==> src/rtl/id_stage_pipe.sv <==
// Instruction-decode stage with an ID/EX pipeline register, valid/ready on both sides,
// single-bubble load-use interlock, flush, and a saturating stall-cycle counter.
module id_stage_pipe #(
    parameter int XLEN = 64
) (
    input  logic            clock,
    input  logic            reset,
    input  logic            Flush,
    input  logic            InValid,
    output logic            InReady,
    input  logic [XLEN-1:0] InstAddrIn,
    input  logic [31:0]     InstIn,
    output logic [4:0]      Rs1AddrOut,
    output logic [4:0]      Rs2AddrOut,
    input  logic [XLEN-1:0] Rs1ReadDataIn,
    input  logic [XLEN-1:0] Rs2ReadDataIn,
    output logic            OutValid,
    input  logic            OutReady,
    output logic [XLEN-1:0] InstAddrOut,
    output logic [XLEN-1:0] Rs1DataOut,
    output logic [XLEN-1:0] Rs2DataOut,
    output logic [4:0]      RdAddrOut,
    output logic            RdWriteEnable,
    output logic [XLEN-1:0] Imm,
    output logic [6:0]      OpCode,
    output logic [2:0]      Funct3,
    output logic [6:0]      Funct7,
    output logic            Illegal,
    output logic [31:0]     StallCount
);

    localparam logic [6:0] OPC_LUI    = 7'b0110111;
    localparam logic [6:0] OPC_AUIPC  = 7'b0010111;
    localparam logic [6:0] OPC_JAL    = 7'b1101111;
    localparam logic [6:0] OPC_JALR   = 7'b1100111;
    localparam logic [6:0] OPC_BRANCH = 7'b1100011;
    localparam logic [6:0] OPC_LOAD   = 7'b0000011;
    localparam logic [6:0] OPC_STORE  = 7'b0100011;
    localparam logic [6:0] OPC_OPIMM  = 7'b0010011;
    localparam logic [6:0] OPC_OP     = 7'b0110011;
    localparam logic [6:0] OPC_MISC   = 7'b0001111;
    localparam logic [6:0] OPC_SYSTEM = 7'b1110011;

    logic [6:0]      opcode;
    logic [4:0]      rd_field;
    logic [4:0]      rs1_field;
    logic [4:0]      rs2_field;
    logic            rs1_re;
    logic            rs2_re;
    logic            rd_we;
    logic            illegal_d;
    logic [31:0]     imm32;
    logic [XLEN-1:0] imm_d;
    logic            load_use;
    logic            capture;

    assign opcode    = InstIn[6:0];
    assign rd_field  = InstIn[11:7];
    assign rs1_field = InstIn[19:15];
    assign rs2_field = InstIn[24:20];

    always_comb begin
        rs1_re    = 1'b0;
        rs2_re    = 1'b0;
        rd_we     = 1'b0;
        illegal_d = 1'b0;
        imm32     = 32'd0;
        case (opcode)
            OPC_LUI, OPC_AUIPC: begin
                rd_we = 1'b1;
                imm32 = {InstIn[31:12], 12'b0};
            end
            OPC_JAL: begin
                rd_we = 1'b1;
                imm32 = {{12{InstIn[31]}}, InstIn[19:12], InstIn[20], InstIn[30:21], 1'b0};
            end
            OPC_JALR, OPC_LOAD, OPC_OPIMM, OPC_SYSTEM: begin
                rs1_re = 1'b1;
                rd_we  = 1'b1;
                imm32  = {{20{InstIn[31]}}, InstIn[31:20]};
            end
            OPC_MISC: begin
                rs1_re = 1'b1;
                rs2_re = 1'b1;
                rd_we  = 1'b1;
                imm32  = {{20{InstIn[31]}}, InstIn[31:20]};
            end
            OPC_BRANCH: begin
                rs1_re = 1'b1;
                rs2_re = 1'b1;
                imm32  = {{20{InstIn[31]}}, InstIn[7], InstIn[30:25], InstIn[11:8], 1'b0};
            end
            OPC_STORE: begin
                rs1_re = 1'b1;
                rs2_re = 1'b1;
                imm32  = {{20{InstIn[31]}}, InstIn[31:25], InstIn[11:7]};
            end
            OPC_OP: begin
                rs1_re = 1'b1;
                rs2_re = 1'b1;
                rd_we  = 1'b1;
            end
            default: illegal_d = 1'b1;
        endcase
    end

    // Size cast of a signed value sign-extends to XLEN (no-op when XLEN is 32).
    assign imm_d = XLEN'($signed(imm32));

    assign Rs1AddrOut = rs1_re ? rs1_field : 5'd0;
    assign Rs2AddrOut = rs2_re ? rs2_field : 5'd0;

    // Unread register addresses are forced to 0, and a held rd of 0 never matches.
    assign load_use = OutValid && (OpCode == OPC_LOAD) && (RdAddrOut != 5'd0) && InValid &&
                      ((rs1_re && (rs1_field == RdAddrOut)) || (rs2_re && (rs2_field == RdAddrOut)));

    assign InReady = (!OutValid || OutReady) && !load_use && !Flush;
    assign capture = InValid && InReady;

    always_ff @(posedge clock or posedge reset) begin
        if (reset) begin
            OutValid      <= 1'b0;
            InstAddrOut   <= '0;
            Rs1DataOut    <= '0;
            Rs2DataOut    <= '0;
            RdAddrOut     <= 5'd0;
            RdWriteEnable <= 1'b0;
            Imm           <= '0;
            OpCode        <= 7'd0;
            Funct3        <= 3'd0;
            Funct7        <= 7'd0;
            Illegal       <= 1'b0;
            StallCount    <= 32'd0;
        end else begin
            if (Flush) begin
                OutValid <= 1'b0;
            end else if (capture) begin
                OutValid <= 1'b1;
            end else if (OutValid && OutReady) begin
                OutValid <= 1'b0;
            end

            if (capture) begin
                InstAddrOut   <= InstAddrIn;
                Rs1DataOut    <= Rs1ReadDataIn;
                Rs2DataOut    <= Rs2ReadDataIn;
                RdAddrOut     <= rd_we ? rd_field : 5'd0;
                RdWriteEnable <= rd_we;
                Imm           <= imm_d;
                OpCode        <= opcode;
                Funct3        <= InstIn[14:12];
                Funct7        <= InstIn[31:25];
                Illegal       <= illegal_d;
            end

            // A bubble is only issued when the held load actually leaves.
            if (!Flush && load_use && OutReady && (StallCount != 32'hFFFF_FFFF)) begin
                StallCount <= StallCount + 32'd1;
            end
        end
    end

endmodule

==> config.mk <==
export PLATFORM = sky130hd
export DESIGN_NAME = id_stage_pipe
export DESIGN_NICKNAME = d
export VERILOG_FILES = /design/src/rtl/id_stage_pipe.sv
export SDC_FILE = /design/constraint.sdc
export NUM_CORES = 1
export LEC_CHECK = 0
export CAP_MARGIN = 30
export CORE_AREA = 2 2 218 220
export CTS_BUF_LIST = sky130_fd_sc_hd__clkbuf_2 sky130_fd_sc_hd__clkbuf_4 sky130_fd_sc_hd__clkbuf_8
export DETAILED_ROUTE_END_ITERATION = 7
export DIE_AREA = 0 0 220 222
export SKIP_CTS_REPAIR_TIMING = 1
export SYNTH_ARGS = -nofsm -noshare
export SYNTH_HDL_FRONTEND = slang
export SYNTH_SLANG_ARGS = --single-unit
==> constraint.sdc <==
create_clock -name clock -period 14.8 [get_ports clock]
set_input_delay 3.7 -clock clock [delete_from_list [all_inputs] [get_ports clock]]
set_output_delay 3.7 -clock clock [all_outputs]
set_load 0.02 [all_outputs]
==> summary.md <==
| Metric | Value |
|---|---|
| Static leakage | 0.00809 uW |
| First-pass GRT wire length | between 60,000 and 70,000 um |
| Final setup margin | roughly 4400 ps |
| Final Core Density | 41.9% |
| Inserted Diodes | 0 |
| Async set-reset flop share out of synthesis | 100% |
| Clock network latency to the later pin of the worst-skew pair | 610 ps |
| Layout fillers | 4,349 |
| Final worst-path cycle share | 70.4% |
| Max Cap Viol | 0 |
| 1st-pass router iterations | 5 |
| Mux cell area share after synthesis | 21.8% |
| Post-synth top cells | 281 x dfrtp_1, 100 x mux2_4, 75 x mux2_2 |
| Number of flops mapped to enable cells by yosys | 0 |
| Via count | a little over 9,000 |
| Pins Over Slew Limit | 0 |
| Most frequent cell after synthesis | dfrtp_1 |
| CP top delay family | buffers and inverters |
| H-tree depth | 2 |
| Syn Std Cell Area | 12,300 um^2 |
| Final Cell Area | between 15,000 and 20,000 um^2 |
| Via/cell ratio | approximately 4.5 |
| Chip height | 222 um |
| Area grow syn2layout | 57.4% |
| Most used cell along the critical path | clkdlybuf4s50_1 |
| Post-route minimum period | 10,420 ps |
| Nets@finish | about 1,700 |
| Share of the synthesized area in the top cell type | a little under three fifths |
| CP endpoint kind | output port |
| Worst slew pin tran | between 1000 and 1500 ps |
| Status | completed |
| Avg WL per Cell | 19.1 um |
| Worst setup path class | in -> out |
| Syn Nets | 1,130 |
| Worst vdd ir | 89.2 uV |
| Cells along the critical path | clkdlybuf4s50_1 -> or3b_4 -> o32ai_4 -> and4_4 -> o2111ai_1 -> and2_1 -> clkdlybuf4s50_1 |
| Largest net degree at the start of global routing | 160 |
| Crit-path max cell delay | 680 ps |
| IO Pins | 553 |
| TNS Setup | 0 ps |
| DRT iter0 DRCs | 579 |
| Post-synth top area cell | dfrtp_1 |
| Placement Setup Slack | 4370 ps |
| Maximum clock path buffer count | 3 |
| Power per cell area | 125 nW/um^2 |
| Post-synthesis sequential area ratio | between 50% and 60% |
| Endpoints failing hold | 0 |
| Clock skew | around 28 ps |
| Clock transition at the registers of the reported paths | ~60 ps |
| Max transition margin | 29.0% |
| Most used DFF post-synth | dfrtp_1 |
| Final Wtd Congestion | between 0.8 and 0.9 |
| CTS tree | built |
| Number of synthesized register bits | around 280 |
| TritonCTS buffer count | 51 |
| Layout cells sized above 1 | approximately a fifth |
| Crit path buffers/inverters | 2 |
| Post-DRT Antenna Nets | 0 |
| PortBufs | 552 |
| CP Data Arrival Time | 6720 ps |
| Core Area | approximately 46,000 um^2 |
| Synth Area in Compound Gates | 6.09% |
| Syn Area/Cell | 13.7 um^2 |
| Simple-gate portion of the synthesized area | 7.13% |
| Initial antenna violation count | 2 |
| CP startpoint kind | input port |
| Vias in the first global route | 9,897 |
| Synth cell types | 52 |
| Post-Synth XOR/XNOR Area | under 10% |
| Root buf cell | clkbuf_8 |
| RSZ-0062 raised after global routing | no |
| # clock sinks | 281 |
| Gr ovfl total | 0 |
| Largest family of logic cells by synthesized area | multiplexers |
| Gr usage total | 16.1% |
| Slowest CP cell | clkdlybuf4s50_1 |
| Post-route DRC | 0 |
| Num rows | 79 |
| Post-synthesis adder-cell area fraction | 0.102% |
| Req. time, crit path | 11,100 ps |
| Die X-Extent | between 200 and 250 um |
| Syn. warnings | 0 |
| Routed WL | 39,800 um |
| Die ar. | 48,800 um^2 |
| Synth area leaders | dfrtp_1 57%, mux2_4 12%, mux2_2 6.9% |
| Dpl hpwl | 28,900 um |
| Crit Path Max Fanout | 16 |
| Peak Freq | 95.9 MHz |
| Placed instance area | 18,200 um^2 |
| Initial Util | 26.6% |
| Mapped Cells | 900 |
| Hold/Removal Path Class | reg -> reg |
| Final setup fails | 0 |
## cells in the final DEF (no fill, tap or decap), types with 23 or more instances in the layout
cell	n
mux2_2	75
mux2_1	29
nor2_1	23
dfrtp_1	281
xor2_1	29
clkdlybuf4s50_1	552
nand2_1	34
o21ai_0	65
clkbuf_8	69
mux2_4	100
## path summary, 6_finish.rpt
kind	startpoint	end	slack, ps	depth (start not counted)
min	Illegal	Illegal	480	1
max in group asynchronous	reset	RdAddrOut[3]	9640	4
min in group asynchronous	reset	Rs1DataOut[32]	3410	2
max	InstIn[3]	InReady	4380	7
max reg2reg	RdAddrOut[2]	Rs2DataOut[17]	11230	9
min reg2reg	Illegal	Illegal	480	1
## cell type report
cell class              instances  area (um^2)  area share (%)
clock buffers                  89         1100            5.68
clock inverters                 5         81.3           0.420
inverters                      12         52.6           0.271
multi-input cells             528         4700            24.2
flip-flops and latches        281         7030            36.3
well taps                     607          759            3.92
repair buffers                563         5650            29.2
## logic make-up after synthesis
family          count (synthesis)
compound gates                117
xor+xnor                       42
fa+ha+maj                       1
buf+inv                        91
flops                         281
mux                           205
simple gates                  163
## per-stage QoR
step	cells	hold slack, ps	total power, uW
after floorplan	900	595	1250
after global placement	1990	457	1590
after detailed placement	1990	471	1590
after CTS	2084	486	2460
after global routing	2085	503	2530
final	2085	482	2410
## power by group
group | internal (uW) | switching [uW]
Combinational | 350 | 292
Sequential | 874 | 62.1
Clock | 500 | 338
Total | 1720 | 691
## sequential cells by signal, indices dropped and copies added (netlist names)
signal,flops
InstAddrOut,64
RdWriteEnable,1
Illegal,1
Funct3,3
RdAddrOut,5
Imm,32
StallCount,32
Funct7,7
Rs2DataOut,64
OutValid,1
OpCode,7
Rs1DataOut,64
## routing by layer
layer | track usage, % | share of wire, % | vias up
met5 | 0 | 0.053 | -
met2 | 27.0 | 49 | 398
met1 | 18.9 | 39 | 4610
met4 | 5.46 | 2.7 | 4
li1 | - | - | 4238
met3 | 5.78 | 9.1 | 74
No activity file was read; power rests on OpenSTA's default activity.
